## src/rtl/mem_access_arbiter.sv

```systemverilog
// mem_access_arbiter: shares one data-memory port between instruction fetch and load/store, faulting bad accesses.
// Optional round-robin tie-breaking is enabled by defining MEM_ARB_ROUND_ROBIN_EN; otherwise data wins ties.
module mem_access_arbiter #(
  parameter logic [31:0] BASE_ADDR = 32'h8000_0000,
  parameter int unsigned MEM_SIZE  = 8192
) (
  input  logic        clk,
  input  logic        rst_n,
  input  logic        if_req_i,
  input  logic [31:0] if_addr_i,
  output logic        if_ack_o,
  output logic [31:0] if_rdata_o,
  output logic        if_err_o,
  input  logic        d_req_i,
  input  logic [2:0]  d_write_i,
  input  logic [2:0]  d_read_i,
  input  logic [31:0] d_addr_i,
  input  logic [31:0] d_wdata_i,
  output logic        d_ack_o,
  output logic [31:0] d_rdata_o,
  output logic        d_err_o,
  output logic [31:0] mem_addr_o,
  output logic [2:0]  mem_write_o,
  output logic [2:0]  mem_read_o,
  output logic [31:0] mem_wdata_o,
  input  logic [31:0] mem_rdata_i
);
  localparam logic [32:0] LIMIT = {1'b0, BASE_ADDR} + 33'(MEM_SIZE) * 33'd4;
  typedef enum logic [1:0] {IDLE, ACCESS, RESP} state_e;
  state_e      state_q, state_d;
  logic        owner_q;
  logic [31:0] addr_q, wdata_q, rdata_q;
  logic [2:0]  write_q, read_q;
  logic        err_q;
  logic        grant, sel_d, sel_err, noop, skip;
  logic        in_win, half, word, d_fault, if_fault;
  logic [31:0] sel_addr;
`ifdef MEM_ARB_ROUND_ROBIN_EN
  logic        last_d_q;
`endif
  // pick the requester to latch: any pending one from IDLE, only the other one from RESP
  always_comb begin
    grant = 1'b0;
    sel_d = 1'b0;
    if (state_q == IDLE) begin
      grant = if_req_i | d_req_i;
`ifdef MEM_ARB_ROUND_ROBIN_EN
      sel_d = d_req_i & (~if_req_i | ~last_d_q);
`else
      sel_d = d_req_i;
`endif
    end else if (state_q == RESP) begin
      grant = owner_q ? if_req_i : d_req_i;
      sel_d = ~owner_q;
    end
  end
  assign sel_addr = sel_d ? d_addr_i : if_addr_i;
  assign in_win   = sel_addr >= BASE_ADDR && {1'b0, sel_addr} < LIMIT;
  assign noop     = sel_d && d_write_i == 3'b000 && d_read_i == 3'b000;
  assign half     = d_write_i == 3'b010 || d_read_i == 3'b010 || d_read_i == 3'b100;
  assign word     = d_write_i == 3'b100 || d_read_i == 3'b101;
  assign d_fault  = !(d_write_i inside {3'b000, 3'b001, 3'b010, 3'b100}) || d_read_i > 3'b101 ||
                    (d_write_i != 3'b000 && d_read_i != 3'b000) || !in_win ||
                    (half && sel_addr[0]) || (word && sel_addr[1:0] != 2'b00);
  assign if_fault = !in_win || sel_addr[1:0] != 2'b00;
  assign sel_err  = sel_d ? (!noop && d_fault) : if_fault;
  assign skip     = sel_err | noop;
  // state register
  always_ff @(posedge clk or negedge rst_n) begin
    if (!rst_n) state_q <= IDLE;
    else state_q <= state_d;
  end
  // faults and no-ops bypass the memory cycle and answer straight away
  always_comb begin
    state_d = grant ? (skip ? RESP : ACCESS) : (state_q == ACCESS ? RESP : IDLE);
  end
  // latch the granted request; read data is captured at the end of the access cycle
  always_ff @(posedge clk or negedge rst_n) begin
    if (!rst_n) begin
      owner_q <= 1'b0;
      addr_q  <= '0;
      write_q <= '0;
      read_q  <= '0;
      wdata_q <= '0;
      err_q   <= 1'b0;
      rdata_q <= '0;
    end else if (grant) begin
      owner_q <= sel_d;
      addr_q  <= sel_addr;
      write_q <= sel_d ? d_write_i : 3'b000;
      read_q  <= sel_d ? d_read_i : 3'b101;
      wdata_q <= sel_d ? d_wdata_i : 32'h0;
      err_q   <= sel_err;
      rdata_q <= '0;
    end else if (state_q == ACCESS) begin
      rdata_q <= mem_rdata_i;
    end
  end
`ifdef MEM_ARB_ROUND_ROBIN_EN
  // winner of the last IDLE arbitration; starts as data so the first tie goes to fetch
  always_ff @(posedge clk or negedge rst_n) begin
    if (!rst_n) last_d_q <= 1'b1;
    else if (grant && state_q == IDLE) last_d_q <= sel_d;
  end
`endif
  // memory port is live only in ACCESS; responses only in RESP
  always_comb begin
    mem_addr_o  = state_q == ACCESS ? addr_q : 32'h0;
    mem_write_o = state_q == ACCESS ? write_q : 3'b000;
    mem_read_o  = state_q == ACCESS ? read_q : 3'b000;
    mem_wdata_o = state_q == ACCESS ? wdata_q : 32'h0;
    d_ack_o     = state_q == RESP && owner_q;
    if_ack_o    = state_q == RESP && !owner_q;
    d_err_o     = d_ack_o && err_q;
    if_err_o    = if_ack_o && err_q;
    d_rdata_o   = d_ack_o ? rdata_q : 32'h0;
    if_rdata_o  = if_ack_o ? rdata_q : 32'h0;
  end
endmodule

```

## config.mk

```make
export PLATFORM = sky130hd
export DESIGN_NAME = mem_access_arbiter
export DESIGN_NICKNAME = d
export VERILOG_FILES = /design/src/rtl/mem_access_arbiter.sv
export SDC_FILE = /design/constraint.sdc
export NUM_CORES = 1
export LEC_CHECK = 0
export BUFFER_PORTS_ARGS = -buffer_cell sky130_fd_sc_hd__clkbuf_2
export CORE_ASPECT_RATIO = 1.25
export CORE_MARGIN = 8
export CORE_UTILIZATION = 46
export DETAILED_ROUTE_END_ITERATION = 10
export PLACE_DENSITY = 0.8
export SYNTH_ARGS = -nofsm -noshare
export SYNTH_HDL_FRONTEND = slang
export SYNTH_SLANG_ARGS = --single-unit
```

## constraint.sdc

```tcl
create_clock -name clk -period 2.25 [get_ports clk]
set_clock_uncertainty 0.2 [all_clocks]
set_input_delay 0.225 -clock clk [delete_from_list [all_inputs] [get_ports clk]]
set_output_delay 0.225 -clock clk [all_outputs]
set_load 0.1 [all_outputs]
```

==> results.txt, run 1 <==
In this run, CTS created clock tree buffers numbering 9. The worst register-to-register path ends at rdata_q[10]$_DFFE_PN0P_. The mean number of vias per cell came out at roughly 5.7. The type of the worst min-delay path is in -> reg. The worst-case hold slack is -0.00120 ns.

The max-slew violation count is 0. The die covers approximately 16000 um2. The maximum buffer depth of the clock tree is 2. The number of setup violations in the final report came out at 0.

The fraction of final layout cells sized beyond drive strength 1 came out at 0.356. The internal cell power came out at slightly below 4000 uW. The startpoint of the lowest-slack hold path is if_addr_i[17].

The register bit total from synthesis came out at 106. After the first detailed-routing iteration, the DRC count stood at 571. Once detailed placement completed, the half-perimeter wirelength came to about 15000 um. Dividing the final minimum period by the clock period gives 0.982.

The type of element capturing the critical path is an output port. The routed layout has approximately 6200 vias. The fmax is between 400 and 500 MHz. Leaving out fill and tap cells, the most frequent cell in the layout is sky130_fd_sc_hd__buf_12. The total congestion overflow after global routing is 0. The post-placement cell area came out at 9060 um2. The hold violation total from the final report is 2. The worst pin sits at a relative slew slack of 0.477. The critical path in this run is classified as reg -> out. The global-route usage over all layers is 0.325. The minimum clock period is about 2.2 ns. The final design area excluding fillers is roughly 10000 um2. The via count of the first global-routing pass is between 6000 and 7000. After detailed routing, the number of remaining DRC violations is 0. Of all nets on the critical path, the largest fanout is 31. The category of the worst setup path launch point is a register. The path depth of the worst reg2reg path is 5. The initial utilization of the core area, before any placement, comes to 0.468. The multi-input gate area in the final layout is around 2600 um2. In this run the register-to-register setup slack is 0.08 ns. The die extent in x came out at 113 um. In this run the critical register-to-register path is launched from owner_q$_DFFE_PN0P_. Routability-driven placement finished with a final weighted congestion of 0.867. The final net count is 1070. The count of synthesis-stage warnings from yosys came out at 0.

The number of clock sinks came out at about 110. In the layout the commonest cells are sky130_fd_sc_hd__buf_12, sky130_fd_sc_hd__clkbuf_2, sky130_fd_sc_hd__and2_1, sky130_fd_sc_hd__dfrtp_1, sky130_fd_sc_hd__dlygate4sd3_1. The clock latency of the later-clocked register in the worst-skew pair came out at about 0.34 ns. In this run the clock root is driven by a sky130_fd_sc_hd__clkbuf_16. In this run the power density over the cells is 553 nW/um2.

The first global-routing pass estimated slightly below 40000 um of wire. Once routing completed, OpenROAD measured the worst setup slack at ~0.041 ns. The H-tree was split into 3 levels.

The portion of total power attributed to sequential cells is 0.430. The checks that failed: negative hold slack. TritonCTS built the clock tree. The clock group share of total power came out at 0.279. The average cell area after synthesis is around 9.5 um2. The number of cells traversed by the worst hold path is 3. The net count after synthesis is 706. The floorplan die height is 137 um. The detailed-route wire length came out at 27000 um. The wire length per cell after detailed routing is between 20 and 25 um. The combinational share of power is 0.291. The filler cells instantiated in the layout total about 420. The count of buffers from port buffering is between 200 and 300. The area of the mapped netlist came out at between 5000 and 6000 um2. The leakage power figure came out at 0.00478 uW. After clock tree synthesis, the clock-pin slew on the worst setup and hold paths is 0.07 ns.

The number of antenna violations at the first check in global routing came out at 5. The share of synthesized area occupied by flip-flops and latches is 0.490. The minimum setup slack after placement came out at approximately 0.26 ns. The number of distinct library cells after synthesis is 33. The area of the core is approximately 12000 um2.

The data arrival time at the worst-slack endpoint came out at between 1.5 and 2 ns. The terminating pin of the worst hold path is addr_q[17]$_DFFE_PN0P_. The largest voltage drop on the vdd net came out at roughly 0.00044 V. The number of top-level design ports came out at about 280. The slew at the pin closest to its max-slew limit is between 0.7 and 0.8 ns. Of the total power, the share spent switching nets is 0.325.

The cell count after synthesis is between 500 and 600. The total area of sequential cells is 2660 um2. The total negative slack for setup checks came out at 0 ns.

For this run, the detailed router's first-pass iteration total came to 5. The data required time at the worst endpoint came out at 1.82 ns. The count of standard-cell rows is between 40 and 50. The reported net switching power came out at around 1900 uW.

The tool flagged a number of max-cap violations equal to 0. The largest net degree at the start of global routing is 62. The run finished, with violations left.

The count of nets left with antenna violations once routing finished came out at 0. The growth of design area from synthesis to finish is 93.5%.
==> power by group through the flow <==
stage	clock, uW	combinational (uW)	sequential, uW
3_3_place_gp	0	1410	2460
6_report	1610	1690	2490
2_1_floorplan	0	977	2400
3_5_place_dp	0	1460	2480
5_1_grt	1710	1790	2520
4_1_cts	1610	1620	2450
==> area by class of cell <==
cell class,instances,share of cell area
timing repair buffer,396,0.457
sequential,106,0.253
multi-input combinational,419,0.244
clock buffer,12,0.0245
tap,138,0.0165
clock inverter,2,0.00358
antenna,7,0.00167
==> metal layers <==
layer,up-vias,GRT usage,share of wire
met3,119,0.0969,0.087
li1,2644,-,-
met1,2970,0.314,0.32
met4,0,0.211,0.063
met2,448,0.596,0.53
met5,-,0,0
==> critical path, cell delays in order, from the launching register on <==
cell and delay, ns:
sky130_fd_sc_hd__dfrtp_2 0.46, sky130_fd_sc_hd__nor2b_4 0.21, sky130_fd_sc_hd__buf_4 0.14, sky130_fd_sc_hd__buf_12 0.16
sky130_fd_sc_hd__and2_1 0.25, sky130_fd_sc_hd__buf_12 0.21
==> registers in the layout, indices dropped and copies added, names as in the netlist <==
signal   count
read_q       3
write_q      3
err_q        1
rdata_q     32
addr_q      32
wdata_q     32
state_q      2
owner_q      1
==> repair_timing <==
| action | CTS | global route |
|---|---|---|
| buffers inserted | 0 | 3 |
| endpoints found under the hold margin | 194 | 0 |
| hold buffers | 102 | 0 |
| endpoints found under the setup margin | 22 | 98 |
| gates resized for setup | 2 | 3 |
| cloned | 0 | 2 |
==> per-stage QoR <==
stage,power (uW),hold slack [ns],utilization,std cells
global placement,3870,-0.0520,0.784,952
global route,6020,0.0139,0.906,1079
finish,5790,-0.00120,0.906,1080
detailed placement,3950,-0.0485,0.784,952
floorplan,3370,-0.271,-,568
CTS,5680,0.000521,0.898,1068
==> cell families (layout without fill, tap and decap cells) <==
group                  Yosys count  after routing  share of synthesized area
AO/OA/AOI/OAI                  119            119                      0.142
multiplexers                    32             32                     0.0592
AND/OR/NAND/NOR                268            268                      0.262
flip-flops                     106            106                      0.490
other                            0              7                          0
buffers and inverters           43            410                     0.0474
==> Yosys cell counts <==
cell type,count,area share
sky130_fd_sc_hd__and2_1,137,0.16
sky130_fd_sc_hd__nor3_1,4,0.0037
sky130_fd_sc_hd__nor3b_2,1,0.0023
sky130_fd_sc_hd__o21ai_1,12,0.011
sky130_fd_sc_hd__o22a_1,3,0.0049
sky130_fd_sc_hd__nor2_1,5,0.0035
sky130_fd_sc_hd__clkbuf_1,19,0.013
sky130_fd_sc_hd__o21bai_1,2,0.0028
sky130_fd_sc_hd__buf_6,6,0.012
sky130_fd_sc_hd__dfrtp_1,106,0.49
sky130_fd_sc_hd__a2bb2oi_1,1,0.0016
sky130_fd_sc_hd__buf_4,11,0.015
sky130_fd_sc_hd__and3b_1,1,0.0016
sky130_fd_sc_hd__a31oi_1,2,0.0023
sky130_fd_sc_hd__o211a_1,1,0.0018
sky130_fd_sc_hd__nand2_1,101,0.070
sky130_fd_sc_hd__nor4b_1,2,0.0032
sky130_fd_sc_hd__a211oi_1,1,0.0014
sky130_fd_sc_hd__nand4_1,2,0.0023
sky130_fd_sc_hd__a22o_1,36,0.058
sky130_fd_sc_hd__nand3_1,1,0.00092
sky130_fd_sc_hd__a21oi_1,36,0.033
sky130_fd_sc_hd__or2_1,1,0.0012
sky130_fd_sc_hd__nor2b_1,1,0.0012
sky130_fd_sc_hd__mux2i_1,32,0.059
sky130_fd_sc_hd__o21ai_0,22,0.020
sky130_fd_sc_hd__buf_2,7,0.0065
sky130_fd_sc_hd__o22ai_1,1,0.0012
sky130_fd_sc_hd__or3_1,2,0.0023
sky130_fd_sc_hd__nand2b_1,3,0.0035
sky130_fd_sc_hd__nor4_1,6,0.0069
sky130_fd_sc_hd__or2_2,1,0.0012
sky130_fd_sc_hd__o21a_1,2,0.0028
==> worst max-delay path by stage <==
stage | startpoint | endpoint | depth (start not counted)
finish | state_q[0]$_DFF_PN0_ | mem_wdata_o[10] | 5
global route | state_q[0]$_DFF_PN0_ | mem_wdata_o[10] | 5
CTS | state_q[0]$_DFF_PN0_ | mem_wdata_o[9] | 4
detailed placement | state_q[0]$_DFF_PN0_ | mem_addr_o[28] | 4
global placement | state_q[0]$_DFF_PN0_ | mem_addr_o[18] | 4
floorplan | state_q[0]$_DFF_PN0_ | d_rdata_o[22] | 3
No activity file was read; power rests on OpenSTA's default activity.
==> run 2: changes to the inputs <==
--- a/config.mk
+++ b/config.mk
@@ -8,9 +8,10 @@
 export BUFFER_PORTS_ARGS = -buffer_cell sky130_fd_sc_hd__clkbuf_2
 export CORE_ASPECT_RATIO = 1.25
 export CORE_MARGIN = 8
-export CORE_UTILIZATION = 46
+export CORE_UTILIZATION = 35
 export DETAILED_ROUTE_END_ITERATION = 10
-export PLACE_DENSITY = 0.8
+export PLACE_DENSITY = 0.63
+export SETUP_SLACK_MARGIN = 0.3
 export SYNTH_ARGS = -nofsm -noshare
 export SYNTH_HDL_FRONTEND = slang
 export SYNTH_SLANG_ARGS = --single-unit
==> run 2 against run 1 <==
Against the previous run: the run still ends with negative hold slack left; cell area is 13% higher; combinational power is 36% higher; worst hold slack worse by 0.011 ns; first-iteration DRC count shrank 48%; sequential share of layout area decreased by 3.0 points; sequential cell count did not move; largest cell class unchanged; largest power group unchanged.
==> results.txt, run 2 (synthesis results as in run 1) <==
The fill cell instance count of the final layout is 899 (was 421). The root buffer cell was sky130_fd_sc_hd__clkbuf_16 (unchanged). The clock tree from TritonCTS is built (unchanged). The areal power density over the cells came out at 542 nW/um2 (was 553 nW/um2).

The share of the clock period used by the worst path after layout was 0.956 (was 0.982). The routability congestion estimate is 0.785 (was 0.867). The total of max-cap violations is 0 (unchanged). The number of setup violations in the final report came to 0 (unchanged).

The wire length per cell after detailed routing is 21.3 um (was 25.0 um). The fmax is 465 MHz (was 453 MHz). The post-detailed-route DRC marker count came to 0 (unchanged). The number of clock sinks came out at 106 (unchanged). The category of the worst setup path launch point is a register (unchanged).

The data arrival time at the worst-slack endpoint is 1.73 ns (was 1.78 ns). The remaining antenna violation count after routing came out at 0 (unchanged). The critical register-to-register path startpoint is state_q[1]$_DFF_PN0_ (was owner_q$_DFFE_PN0P_).

The count of buffers from port buffering came out at 275 (unchanged). The path depth of the worst reg2reg path came out at 8 (was 5). The first-pass iteration count of the detailed router was 4 (was 5). The type of element capturing the critical path is an output port (unchanged). The violation count after the first detailed-routing iteration came out at 296 (was 571). Biggest regs: addr_q x32, rdata_q x32, wdata_q x32 (unchanged). The via count of the first global-routing pass was 6127 (was 6721). The hold violation total from the final report was 3 (was 2). The register-to-register setup slack is 0.21 ns (was 0.08 ns). The total negative slack for setup checks was 0 ns (unchanged). The number of cells traversed by the worst hold path came out at 3 (unchanged). The number of antenna violations at the first check in global routing is 1 (was 5). Violations in the final reports: negative hold slack (unchanged). The mean number of vias per cell came out at 4.97 (was 5.72). The final net count is 1125 (was 1070). The maximum buffer depth of the clock tree is 2 (unchanged).

The worst-case hold slack came out at -0.0125 ns (was -0.00120 ns). The floorplan die height came out at 155 um (was 137 um). The fraction of final layout cells sized beyond drive strength 1 is 0.511 (was 0.356). The clock latency of the later-clocked register in the worst-skew pair came out at 0.34 ns (about the same).

The startpoint of the lowest-slack hold path is if_addr_i[18] (was if_addr_i[17]). The count of standard-cell rows is 51 (was 44). The highest net fanout along the worst path came out at 9 (was 31). The starting density of the core is 0.352 (was 0.468). The area of the core came to 15400 um2 (was 11600 um2). The largest voltage drop on the vdd net was 0.000459 V (was 0.000437 V). The slew at the pin closest to its max-slew limit is 0.456 ns (was 0.784 ns). The minimum clock period came out at 2.15 ns (was 2.21 ns). The detailed-route wire length is 25600 um (was 27000 um).

Setup repair after global routing could not meet its margin everywhere. The total CTS buffers is 9 (unchanged). The wire length of the first global-routing pass is 34500 um (was 38800 um).

The headroom to the max-slew limit is 0.696 (was 0.477). The endpoint of the most critical register-to-register path is read_q[1]$_DFFE_PN0P_ (was rdata_q[10]$_DFFE_PN0P_). The clock slew seen by the registers of the worst setup and hold paths came to 0.08 ns (was 0.07 ns). The global-route usage over all layers came to 0.223 (was 0.325). The total design power is 6440 uW (was 5790 uW). The number of top-level design ports came out at 276 (unchanged). The type of the worst min-delay path is in -> reg (unchanged).

The leakage power figure is 0.00538 uW (was 0.00478 uW). The max-slew violation count came out at 0 (unchanged). The die extent in x came out at 127 um (was 113 um).

Top library cells by usage in the layout, fill and taps aside: sky130_fd_sc_hd__buf_12, sky130_fd_sc_hd__clkbuf_2, sky130_fd_sc_hd__dlygate4sd3_1, sky130_fd_sc_hd__and2_4, sky130_fd_sc_hd__dfrtp_1 (was sky130_fd_sc_hd__buf_12, sky130_fd_sc_hd__clkbuf_2, sky130_fd_sc_hd__and2_1, sky130_fd_sc_hd__dfrtp_1, sky130_fd_sc_hd__dlygate4sd3_1). The total congestion overflow after global routing was 0 (unchanged). The largest net degree at the start of global routing came to 66 (was 62). The growth of design area from synthesis to finish came out at 119% (was 93.5%). The total number of H-tree levels came out at 3 (unchanged). The via count is 5986 (was 6181). The data required time at the worst endpoint is 1.82 ns (about the same). The die outline area was 19700 um2 (was 15500 um2). The terminating pin of the worst hold path is addr_q[18]$_DFFE_PN0P_ (was addr_q[17]$_DFFE_PN0P_).

The classification of the worst setup path was reg -> out (unchanged). The half-perimeter wire length after detailed placement came out at 14200 um (was 15100 um). The leading cell type in the layout, fill and taps excluded is sky130_fd_sc_hd__buf_12 (unchanged). Outcome: finished with violations (unchanged).
run 2: cell count changes in the layout (fill, tap and decap cells not counted), moves of 6 or more:
cell | before | now
sky130_fd_sc_hd__mux2i_1 | 32 | 26
sky130_fd_sc_hd__buf_6 | 0 | 9
sky130_fd_sc_hd__clkbuf_16 | 11 | 24
sky130_fd_sc_hd__and2_1 | 119 | 3
sky130_fd_sc_hd__o21ai_0 | 22 | 15
sky130_fd_sc_hd__and2_4 | 0 | 113
sky130_fd_sc_hd__o21ai_1 | 12 | 19
sky130_fd_sc_hd__diode_2 | 7 | 1
sky130_fd_sc_hd__dlygate4sd3_1 | 102 | 121
run 2: final cells by class:
class                   count  area (um2)  share of cell area
well taps                 212         265              0.0223
clock buffers               9         225              0.0190
diodes                      1        2.50            0.000211
multi-input cells         419        2940               0.248
flip-flops and latches    106        2660               0.224
clock inverters             7        83.8             0.00706
repair buffers            451        5710               0.480
run 2: metrics by stage:
step | util | setup WS, ns | std cells | cell area [um2]
6_report | 0.773 | 0.0997 | 1205 | 11900
5_1_grt | 0.773 | 0.0652 | 1205 | 11900
4_1_cts | 0.726 | 0.139 | 1175 | 11200
3_5_place_dp | 0.604 | 0.293 | 1024 | 9290
3_3_place_gp | 0.604 | 0.353 | 1024 | 9290
2_1_floorplan | - | 0.233 | 568 | 5610
run 2: what timing repair did:
action,CTS,global route
hold buffers,119,2
gates cloned,6,21
hold endpoints to repair,126,2
resized for setup,81,69
pin swaps,10,51
buffers inserted,10,6
setup endpoints to repair,157,210
run 2: worst max-delay path by stage:
stage | cells after the start | slack, ns | start | to
after global placement | 4 | 0.35 | state_q[0]$_DFF_PN0_ | mem_addr_o[12]
final | 5 | 0.1 | state_q[0]$_DFF_PN0_ | mem_wdata_o[2]
after CTS | 4 | 0.14 | state_q[0]$_DFF_PN0_ | d_rdata_o[8]
after floorplan | 3 | 0.23 | owner_q$_DFFE_PN0P_ | if_rdata_o[22]
after global routing | 5 | 0.07 | owner_q$_DFFE_PN0P_ | if_rdata_o[29]
after detailed placement | 5 | 0.29 | owner_q$_DFFE_PN0P_ | addr_q[16]$_DFFE_PN0P_
run 2: worst max-delay path, cell delays in order (launching register included):
cell and delay [ns]:
sky130_fd_sc_hd__dfrtp_2 0.46, sky130_fd_sc_hd__nor2b_4 0.23, sky130_fd_sc_hd__buf_12 0.19, sky130_fd_sc_hd__clkbuf_16 0.17
sky130_fd_sc_hd__and2_4 0.16, sky130_fd_sc_hd__buf_12 0.17
run 2: metal layers:
| layer | wire length [um] | vias to the layer above | track usage |
|---|---|---|---|
| met5 | 0 | - | 0 |
| met4 | 941 | 0 | 0.0818 |
| met3 | 1900 | 51 | 0.0572 |
| met2 | 13700 | 255 | 0.413 |
| met1 | 9100 | 2917 | 0.238 |
| li1 | - | 2763 | - |
run 2: power by group:
group | switching, uW | internal (uW)
clock | 779 | 889
combinational | 1120 | 1170
sequential | 224 | 2250
